==> src/rtl/osc_read_scheduler_if.sv <==
// Bus bundle between the oscillator read scheduler, its voices, the wave BRAM
// read port and the wave reload path.
interface osc_read_scheduler_if #(
    parameter int unsigned NUM_OSCILLATORS = 4,
    parameter int unsigned SAMPLE_WIDTH    = 16,
    parameter int unsigned WW_WIDTH        = 18
);
    logic [NUM_OSCILLATORS-1:0]                   osc_is_on_in;
    logic [NUM_OSCILLATORS-1:0][WW_WIDTH-1:0]     osc_index_in;
    logic [WW_WIDTH-1:0]                          wave_width_in;
    logic [NUM_OSCILLATORS-1:0][SAMPLE_WIDTH-1:0] osc_data_out;
    logic [NUM_OSCILLATORS-1:0]                   osc_valid_out;
    logic [WW_WIDTH-1:0]                          bram_addr_out;
    logic                                         bram_en_out;
    logic [SAMPLE_WIDTH-1:0]                      bram_data_in;
    logic                                         reload_req_in;
    logic                                         reload_gnt_out;
    logic                                         reload_done_in;

    // Environment side: voices, BRAM and loader.
    modport master (
        output osc_is_on_in, osc_index_in, wave_width_in,
        output bram_data_in, reload_req_in, reload_done_in,
        input  osc_data_out, osc_valid_out, bram_addr_out, bram_en_out, reload_gnt_out
    );

    // Scheduler side.
    modport slave (
        input  osc_is_on_in, osc_index_in, wave_width_in,
        input  bram_data_in, reload_req_in, reload_done_in,
        output osc_data_out, osc_valid_out, bram_addr_out, bram_en_out, reload_gnt_out
    );
endinterface

==> src/rtl/osc_read_scheduler.sv <==
// Round-robin scheduler sharing one wave BRAM read port among playback voices,
// with drain/grant handover of the BRAM to the wave reload path.
module osc_read_scheduler #(
    parameter int unsigned NUM_OSCILLATORS = 4,
    parameter int unsigned SAMPLE_WIDTH    = 16,
    parameter int unsigned WW_WIDTH        = 18,
    parameter int unsigned BRAM_LATENCY    = 2
) (
    input logic                 clk_in,
    input logic                 rst_n_in,
    osc_read_scheduler_if.slave bus
);
    localparam int unsigned SLOT_W = (NUM_OSCILLATORS > 1) ? $clog2(NUM_OSCILLATORS) : 1;
    localparam int unsigned DEPTH  = BRAM_LATENCY + 1;
    localparam int unsigned CNT_W  = $clog2(BRAM_LATENCY + 1);
    localparam logic [SLOT_W-1:0] LAST_SLOT  = SLOT_W'(NUM_OSCILLATORS - 1);
    localparam logic [CNT_W-1:0]  DRAIN_LAST = CNT_W'(BRAM_LATENCY - 1);

    typedef enum logic [1:0] {
        ST_RUN   = 2'd0,
        ST_DRAIN = 2'd1,
        ST_HOLD  = 2'd2
    } state_t;

    typedef struct packed {
        logic              valid;
        logic [SLOT_W-1:0] slot;
        logic              zero;
    } tag_t;

    state_t                                       state_q, state_d;
    logic [SLOT_W-1:0]                            slot_q, slot_d;
    logic [CNT_W-1:0]                             drain_cnt_q, drain_cnt_d;
    tag_t [DEPTH-1:0]                             tag_q, tag_d;
    logic [WW_WIDTH-1:0]                          addr_q, addr_d;
    logic                                         en_q, en_d;
    logic                                         gnt_q, gnt_d;
    logic [NUM_OSCILLATORS-1:0][SAMPLE_WIDTH-1:0] data_q, data_d;
    logic [NUM_OSCILLATORS-1:0]                   valid_q, valid_d;

    logic [WW_WIDTH-1:0] cur_idx_c;
    logic                cur_zero_c;
    tag_t                ret_tag_c;

    // Slot currently up for issue and whether it must be forced to silence.
    assign cur_idx_c  = bus.osc_index_in[slot_q];
    assign cur_zero_c = !bus.osc_is_on_in[slot_q] || (cur_idx_c >= bus.wave_width_in);
    assign ret_tag_c  = tag_q[DEPTH-1];

    always_comb begin
        state_d     = state_q;
        slot_d      = slot_q;
        drain_cnt_d = drain_cnt_q;
        addr_d      = addr_q;
        en_d        = 1'b0;
        gnt_d       = gnt_q;
        data_d      = data_q;
        valid_d     = '0;
        tag_d       = '0;

        // Tags advance every cycle in every state so in-flight reads always retire.
        for (int unsigned i = 1; i < DEPTH; i++) begin
            tag_d[i] = tag_q[i-1];
        end

        if (ret_tag_c.valid) begin
            valid_d[ret_tag_c.slot] = 1'b1;
            data_d[ret_tag_c.slot]  = ret_tag_c.zero ? '0 : bus.bram_data_in;
        end

        unique case (state_q)
            ST_RUN: begin
                if (bus.reload_req_in) begin
                    state_d     = ST_DRAIN;
                    drain_cnt_d = '0;
                end else begin
                    addr_d         = cur_idx_c;
                    en_d           = !cur_zero_c;
                    tag_d[0].valid = 1'b1;
                    tag_d[0].slot  = slot_q;
                    tag_d[0].zero  = cur_zero_c;
                    slot_d         = (slot_q == LAST_SLOT) ? '0 : slot_q + SLOT_W'(1);
                end
            end
            ST_DRAIN: begin
                // A withdrawn request resumes playback at the frozen slot.
                if (!bus.reload_req_in) begin
                    state_d = ST_RUN;
                end else if (drain_cnt_q == DRAIN_LAST) begin
                    state_d = ST_HOLD;
                    gnt_d   = 1'b1;
                end else begin
                    drain_cnt_d = drain_cnt_q + CNT_W'(1);
                end
            end
            ST_HOLD: begin
                if (bus.reload_done_in) begin
                    state_d = ST_RUN;
                    gnt_d   = 1'b0;
                    slot_d  = '0;
                end
            end
            default: begin
                state_d = ST_RUN;
                gnt_d   = 1'b0;
            end
        endcase
    end

    always_ff @(posedge clk_in or negedge rst_n_in) begin
        if (!rst_n_in) begin
            state_q     <= ST_RUN;
            slot_q      <= '0;
            drain_cnt_q <= '0;
            tag_q       <= '0;
            addr_q      <= '0;
            en_q        <= 1'b0;
            gnt_q       <= 1'b0;
            data_q      <= '0;
            valid_q     <= '0;
        end else begin
            state_q     <= state_d;
            slot_q      <= slot_d;
            drain_cnt_q <= drain_cnt_d;
            tag_q       <= tag_d;
            addr_q      <= addr_d;
            en_q        <= en_d;
            gnt_q       <= gnt_d;
            data_q      <= data_d;
            valid_q     <= valid_d;
        end
    end

    assign bus.osc_data_out   = data_q;
    assign bus.osc_valid_out  = valid_q;
    assign bus.bram_addr_out  = addr_q;
    assign bus.bram_en_out    = en_q;
    assign bus.reload_gnt_out = gnt_q;

endmodule
==> src/flat_wrapper.sv <==
// flat-port wrapper written by rule: the top's interface ports become plain ports
module osc_read_scheduler_flat 
#(
    parameter int unsigned NUM_OSCILLATORS = 4,
    parameter int unsigned SAMPLE_WIDTH    = 16,
    parameter int unsigned WW_WIDTH        = 18,
    parameter int unsigned BRAM_LATENCY    = 2
)
  (clk_in, rst_n_in, bus_osc_is_on_in, bus_osc_index_in, bus_wave_width_in, bus_bram_data_in, bus_reload_req_in, bus_reload_done_in, bus_osc_data_out, bus_osc_valid_out, bus_bram_addr_out, bus_bram_en_out, bus_reload_gnt_out);
  osc_read_scheduler_if #(.NUM_OSCILLATORS(NUM_OSCILLATORS), .SAMPLE_WIDTH(SAMPLE_WIDTH), .WW_WIDTH(WW_WIDTH)) bus_i ();
  input logic clk_in;
  input logic rst_n_in;
  input wire logic [$bits(bus_i.osc_is_on_in)-1:0] bus_osc_is_on_in;
  input wire logic [$bits(bus_i.osc_index_in)-1:0] bus_osc_index_in;
  input wire logic [$bits(bus_i.wave_width_in)-1:0] bus_wave_width_in;
  input wire logic [$bits(bus_i.bram_data_in)-1:0] bus_bram_data_in;
  input wire logic [$bits(bus_i.reload_req_in)-1:0] bus_reload_req_in;
  input wire logic [$bits(bus_i.reload_done_in)-1:0] bus_reload_done_in;
  output wire logic [$bits(bus_i.osc_data_out)-1:0] bus_osc_data_out;
  output wire logic [$bits(bus_i.osc_valid_out)-1:0] bus_osc_valid_out;
  output wire logic [$bits(bus_i.bram_addr_out)-1:0] bus_bram_addr_out;
  output wire logic [$bits(bus_i.bram_en_out)-1:0] bus_bram_en_out;
  output wire logic [$bits(bus_i.reload_gnt_out)-1:0] bus_reload_gnt_out;
  assign bus_i.osc_is_on_in = bus_osc_is_on_in;
  assign bus_i.osc_index_in = bus_osc_index_in;
  assign bus_i.wave_width_in = bus_wave_width_in;
  assign bus_i.bram_data_in = bus_bram_data_in;
  assign bus_i.reload_req_in = bus_reload_req_in;
  assign bus_i.reload_done_in = bus_reload_done_in;
  assign bus_osc_data_out = bus_i.osc_data_out;
  assign bus_osc_valid_out = bus_i.osc_valid_out;
  assign bus_bram_addr_out = bus_i.bram_addr_out;
  assign bus_bram_en_out = bus_i.bram_en_out;
  assign bus_reload_gnt_out = bus_i.reload_gnt_out;
  osc_read_scheduler #(.NUM_OSCILLATORS(NUM_OSCILLATORS), .SAMPLE_WIDTH(SAMPLE_WIDTH), .WW_WIDTH(WW_WIDTH), .BRAM_LATENCY(BRAM_LATENCY)) u_core (.clk_in(clk_in), .rst_n_in(rst_n_in), .bus(bus_i));
endmodule
==> config.mk <==
export PLATFORM = sky130hd
export DESIGN_NAME = osc_read_scheduler_flat
export DESIGN_NICKNAME = d
export VERILOG_FILES = /design/src/rtl/osc_read_scheduler_if.sv /design/src/rtl/osc_read_scheduler.sv /design/src/flat_wrapper.sv
export SDC_FILE = /design/constraint.sdc
export NUM_CORES = 1
export LEC_CHECK = 0
export ABC_AREA = 1
export CAP_MARGIN = 20
export CORE_UTILIZATION = 39
export CTS_BUF_LIST = sky130_fd_sc_hd__clkbuf_16
export DETAILED_ROUTE_END_ITERATION = 7
export PLACE_DENSITY_LB_ADDON = 0.05
export SYNTH_ARGS = -nofsm -noshare
export SYNTH_HDL_FRONTEND = slang
export SYNTH_SLANG_ARGS = --single-unit
==> constraint.sdc <==
create_clock -name clk_in -period 1.98 [get_ports clk_in]
set_input_delay 0.495 -clock clk_in [delete_from_list [all_inputs] [get_ports clk_in]]
set_output_delay 0.495 -clock clk_in [all_outputs]
set_load 0.01 [all_outputs]
# Yosys cells after proc, flatten, opt, wreduce, memory -nomap -nowiden
# Index checks and enable logic that the tools add are counted.
op_classes:
  n_eq_ne: 11
  n_bitwise: 2
  n_mux: 31
  add_sub_neg: 2
  reduce_logical: 12
  n_lt_le_gt_ge: 4
ops:
  columns: ["op", "count"]
  rows:
  - ["$bwmux W64", 1]
  - ["$bmux W18 S2", 1]
  - ["$demux W16 S2", 1]
  - ["$mux W16", 2]
  - ["$ge A18 B18 Y1", 1]
  - ["$mux W18", 1]
  - ["$mux W2", 9]
  - ["$mux W4", 3]
  - ["$ne A2 B2 Y1 const B", 5]
  - ["$pmux W2 S2", 2]
  - ["$reduce_and A4 Y1", 2]
  - ["$mux W1", 7]
  - ["$lt A2 B3 Y1 const B", 2]
  - ["$pmux W2 S3", 1]
  - ["$reduce_and A3 Y1", 2]
  - ["$add A2 B1 Y2 const B", 2]
  - ["$eq A2 B1 Y1 const B", 2]
  - ["$eq A2 B2 Y1 const B", 2]
  - ["$reduce_bool A2 Y1", 2]
  - ["$ne A3 B2 Y1 const B", 1]
  - ["$pmux W1 S3", 1]
  - ["$bmux W1 S2", 1]
  - ["$demux W1 S2", 1]
  - ["$ge A2 B1 Y1 const B", 1]
  - ["7 further kinds", 9]
totals:
  in_bits: 114
  regBits: 106
  wordCells: 82
  output_inout_bits: 88

# Depth between registers and ports, before layout
# Gate-level depths: netlist (run 1).
logic_depth:
  word_depth: 7
  depth_mapped: 16
  mapped_depth_nobuf: 14

# Worst setup path after synthesis (run 1)
# No wires, ideal clock.
synth_timing:
  path_kind: "flip-flop to flip-flop"
  from: "reg u_core.slot_q[1]"
  to: "reg u_core.tag_q, in the netlist u_core.tag_d[4]"
  synth_period_minus_slack_ns: 1.999
  required_ns: 1.866
  setup_slack_ns: -0.019
  stages_incl_launch_ff: 15
  n_path_buf: 2
  setup_ns: 0.114
  arrival_ns: 1.886
  cell_sequence: "dfrtp_1 > buf_2 > inv_1 > clkbuf_1 > o21ai_0 > o22ai_1 > ha_1 > nand2_1 > inv_1 > a21oi_1 > nand2_1 > nor2_1 > nand3_1 > nand2_1 > inv_1"
synth_rtl:
  columns: ["element", "line_no", "text"]
  rows:
  - ["start: declaration", "osc_read_scheduler.sv:32", "logic [SLOT_W-1:0] slot_q, slot_d;"]
  - ["start signal: assignment", "osc_read_scheduler.sv:123", "slot_q <= slot_d;"]
  - ["end signal: assignment", "osc_read_scheduler.sv:125", "tag_q <= tag_d;"]
  - ["end: declaration", "osc_read_scheduler.sv:34", "tag_t [DEPTH-1:0] tag_q, tag_d;"]

==> results of run 1 <==
[final timing paths]
| kind | startpoint | end | slack [ns] |
|---|---|---|---|
| max | u_core.slot_q[0] | u_core.tag_d[4] | -0.06 |
| min | rst_n_in | u_core.bus.osc_data_out[1] | 0.12 |
| max reg2reg | u_core.slot_q[0] | u_core.tag_d[4] | -0.06 |
| min reg2reg | u_core.tag_d[11] | u_core.ret_tag_c[3] | 0.35 |
| max in group asynchronous | rst_n_in | u_core.bus.osc_data_out[41] | 1.27 |
| min in group clk_in | u_core.tag_d[11] | u_core.ret_tag_c[3] | 0.35 |
[cell families after synthesis]
| logic type | share of synthesized area |
|---|---|
| adders and majority gates | 0.0490 |
| and+or+nand+nor | 0.143 |
| DFF | 0.519 |
| muxes | 0.148 |
| AOI/OAI and AO/OA | 0.0720 |
| buffers and inverters | 0.0689 |
[synth_stat cells, drive strengths merged]
| library cell | count | area [um^2] |
|---|---|---|
| dfrtp | 106 | 2650 |
| nand2 | 93 | 349 |
| nor2 | 71 | 267 |
| mux2 | 64 | 754 |
| inv | 60 | 225 |
| o21ai | 39 | 195 |
| ha | 20 | 250 |
| o22ai | 17 | 106 |
| clkbuf | 14 | 52.6 |
| a21oi | 8 | 40.0 |
| buf | 8 | 73.8 |
| nand3 | 6 | 30.0 |
| nor3 | 6 | 68.8 |
| a21o | 1 | 7.51 |
| a32o | 1 | 10.0 |
| nand3b | 1 | 7.51 |
| nor3b | 1 | 7.51 |
| o32ai | 1 | 8.76 |
[stage by stage]
stage / power [uW] / area, um^2
6_report: 11000 / 7890
5_1_grt: 11900 / 7890
4_1_cts: 11100 / 7850
3_5_place_dp: 9250 / 7520
3_3_place_gp: 9120 / 7520
2_1_floorplan: 6240 / 5110
[per-layer routing]
layer  up-vias  track usage
li1       2128            -
met1      2000        0.235
met2       148        0.346
met3        13       0.0633
met4         0       0.0692
met5         -            0
[registers in the layout (all words and copies together) (netlist names)]
name and cells:
u_core.bus.bram_addr_out 18, u_core.state_q 2, u_core.bus.bram_en_out 1, u_core.bus.osc_valid_out 4
u_core.bus.reload_gnt_out 1, u_core.slot_q 2, u_core.bus.osc_data_out 64, u_core.ret_tag_c 4
u_core.tag_d 8, u_core.drain_cnt_q 2
[layout make-up]
class                   instances  area, um^2
fillers                      1083        4780
flip-flops and latches        106        2650
repair buffers                234        2330
multi-input cells             329        2180
clock buffers                   9         225
inverters                      60         225
well taps                     172         215
clock inverters                 7        60.1
[what timing repair did]
action                     4_1_cts  5_1_grt
gates cloned                     0        0
hold buffers                     0        0
setup endpoints to repair        2        2
resized for setup               17       15
pin swaps                        3        0
buffers inserted                 0        1
[report_power, final]
group	internal, uW	switching [uW]	total, uW
Clock	875	817	1690
Sequential	3050	483	3530
Combinational	3150	2630	5790
[layout by cell type, fill, tap and decap left out, types with 4 or more instances in the layout]
master           instances
a21oi_1                  8
buf_12                   6
buf_4                   28
clkbuf_16                9
clkdlybuf4s50_1        200
dfrtp_1                106
ha_1                    20
inv_1                   57
mux2_2                  54
mux2_4                   9
nand2_1                 93
nand3_1                  6
nor2_1                  68
o21ai_0                 24
o21ai_1                 11
o21ai_2                  4
o22ai_1                  9
o22ai_2                  8
==> impl_metrics.csv, run 1 <==
group,metric,value,unit
floorplanning,num_io_pins,202,
setup_path,crit_chain,"inv_2, buf_12, nor2_1, o22ai_2, ha_1, nand2_1, inv_1, a21oi_1, nand2_1, nor2_1, nand3_1, nand2_1, inv_1",
clock_network,clockRootBuffer,"clkbuf_16",
power,power.leakage,0.00373,uW
clock_network,cts_max_level,3,
routing,wl_met2,6570,um
timing,whs,0.120,ns
setup_path,end_kind,"register",
timing,clock.fmax,0.491,GHz
timing,max_slew_margin,0.559,
routing,viasPerCell,4.68,
flow_run,maxCapViolations,0,
logic_synthesis,avgSynthCellArea,9.88,um^2
grt,globalRouteOverflowTotal,0,
setup_path,timing.critical_path.arrival,2.27,ns
cells_and_area,diodes,0,
power,p_per_area,1400,nW/um^2
timing,worst_slew_pin_slew,0.661,ns
timing,fin_setup_tns,-0.0574,ns
setup_path,crit_type,"register to register",
setup_path,path_delay_family,"simple AND/OR/NAND/NOR gates",
routing,route.antenna.remaining_nets,0,
floorplanning,core.rowCount,41,
logic_synthesis,syn_nets,651,
clock_network,cts.reportedPaths.clkPinSlew,0.07,ns
logic_synthesis,ys_types,25,
placement,place_worst_setup_slack,-0.412,ns
placement,portBuffers,201,
clock_network,cts_buffers,9,
setup_path,slowest_delay,0.42,ns
outcome,status,"complete, but fails checks",
routing,num_vias,4289,
logic_synthesis,synth_cells,517,
floorplanning,die_h,116,um
placement,hpwl,10200,um
setup_path,worstRegToRegCells,13,
grt,grt_first_pass_wirelength,20400,um
clock_network,cts_sinks,106,
timing,clock_skew,0.0105,ns
grt,track_usage,0.201,
routing,wl_per_cell,14.3,um
clock_network,worstSkewPairLatency,0.34,ns
routing,dr.pass1.iters,4,
setup_path,crit_fanout,27,
routing,dr_wl_met3,982,um
routing,route.detailed.drc,0,
setup_path,slowest_stage,"dfrtp_1",
routing,wl_met1,5360,um
cells_and_area,syn2layout_area_growth,54.5,%
setup_path,worst_ep_required_time,2.21,ns
cells_and_area,stdcell_count,917,
floorplanning,die_x,116,um
cells_and_area,layout-drive-gt1-share,0.183,
grt,antenna_found_initial,0,
floorplanning,start_util,0.403,
clock_network,clock_path_buffers,2,
setup_path,path_buf_inv,4,
logic_synthesis,ys_ff_latch,106,
timing,rsz0062_at_grt,"yes",
logic_synthesis,yosys_warnings,0,
grt,grt_pass1_vias,4202,
routing,top_layer,"met4",
routing,routed_wl,13100,um
timing,hold_violations,0,
timing,maxSlewViolCount,0,
floorplanning,dieArea,13600,um^2
clock_network,cts_tree,"built",
floorplanning,coreArea,12700,um^2
timing,fin_crit_sh,1.03,
placement,dp_cells,900,
min_path,min-delay-path-class,"input pin to asynchronous set/reset pin",
placement,gp_congestion,0.818,
power,irDropWorstVdd,0.000514,V
grt,grt_max_degree,41,
timing,setup_slack,-0.0574,ns
cells_and_area,post-route-util,0.623,
timing,setup_viol,1,
setup_path,start_kind,"register",
logic_synthesis,yosysSeqAreaShare,0.519,
timing,period_needed,2.04,ns
routing,drt_iter0_drc,173,
cells_and_area,final_net_count,874,
setup_path,critPathMostFrequentCell,"nand2_1",
logic_synthesis,synth.cell_area,5110,um^2
setup_path,cp.depth,13,
outcome,violations,"negative setup slack",
Note: power is estimated with default switching activity, not from simulation.
==> run 2: changes to the inputs <==
--- a/config.mk
+++ b/config.mk
@@ -10,6 +10,7 @@
 export CORE_UTILIZATION = 39
 export CTS_BUF_LIST = sky130_fd_sc_hd__clkbuf_16
 export DETAILED_ROUTE_END_ITERATION = 7
+export GPL_ROUTABILITY_DRIVEN = 0
 export PLACE_DENSITY_LB_ADDON = 0.05
 export SYNTH_ARGS = -nofsm -noshare
 export SYNTH_HDL_FRONTEND = slang
==> results of run 2 <==
The final DEF is identical to that of run 1; final timing and power are the same.
==> run 3: changes to the inputs <==
--- a/config.mk
+++ b/config.mk
@@ -15,3 +15,4 @@
 export SYNTH_ARGS = -nofsm -noshare
 export SYNTH_HDL_FRONTEND = slang
 export SYNTH_SLANG_ARGS = --single-unit
+export TNS_END_PERCENT = 100
==> results of run 3 <==
The final DEF is identical to that of run 1; final timing and power are the same.
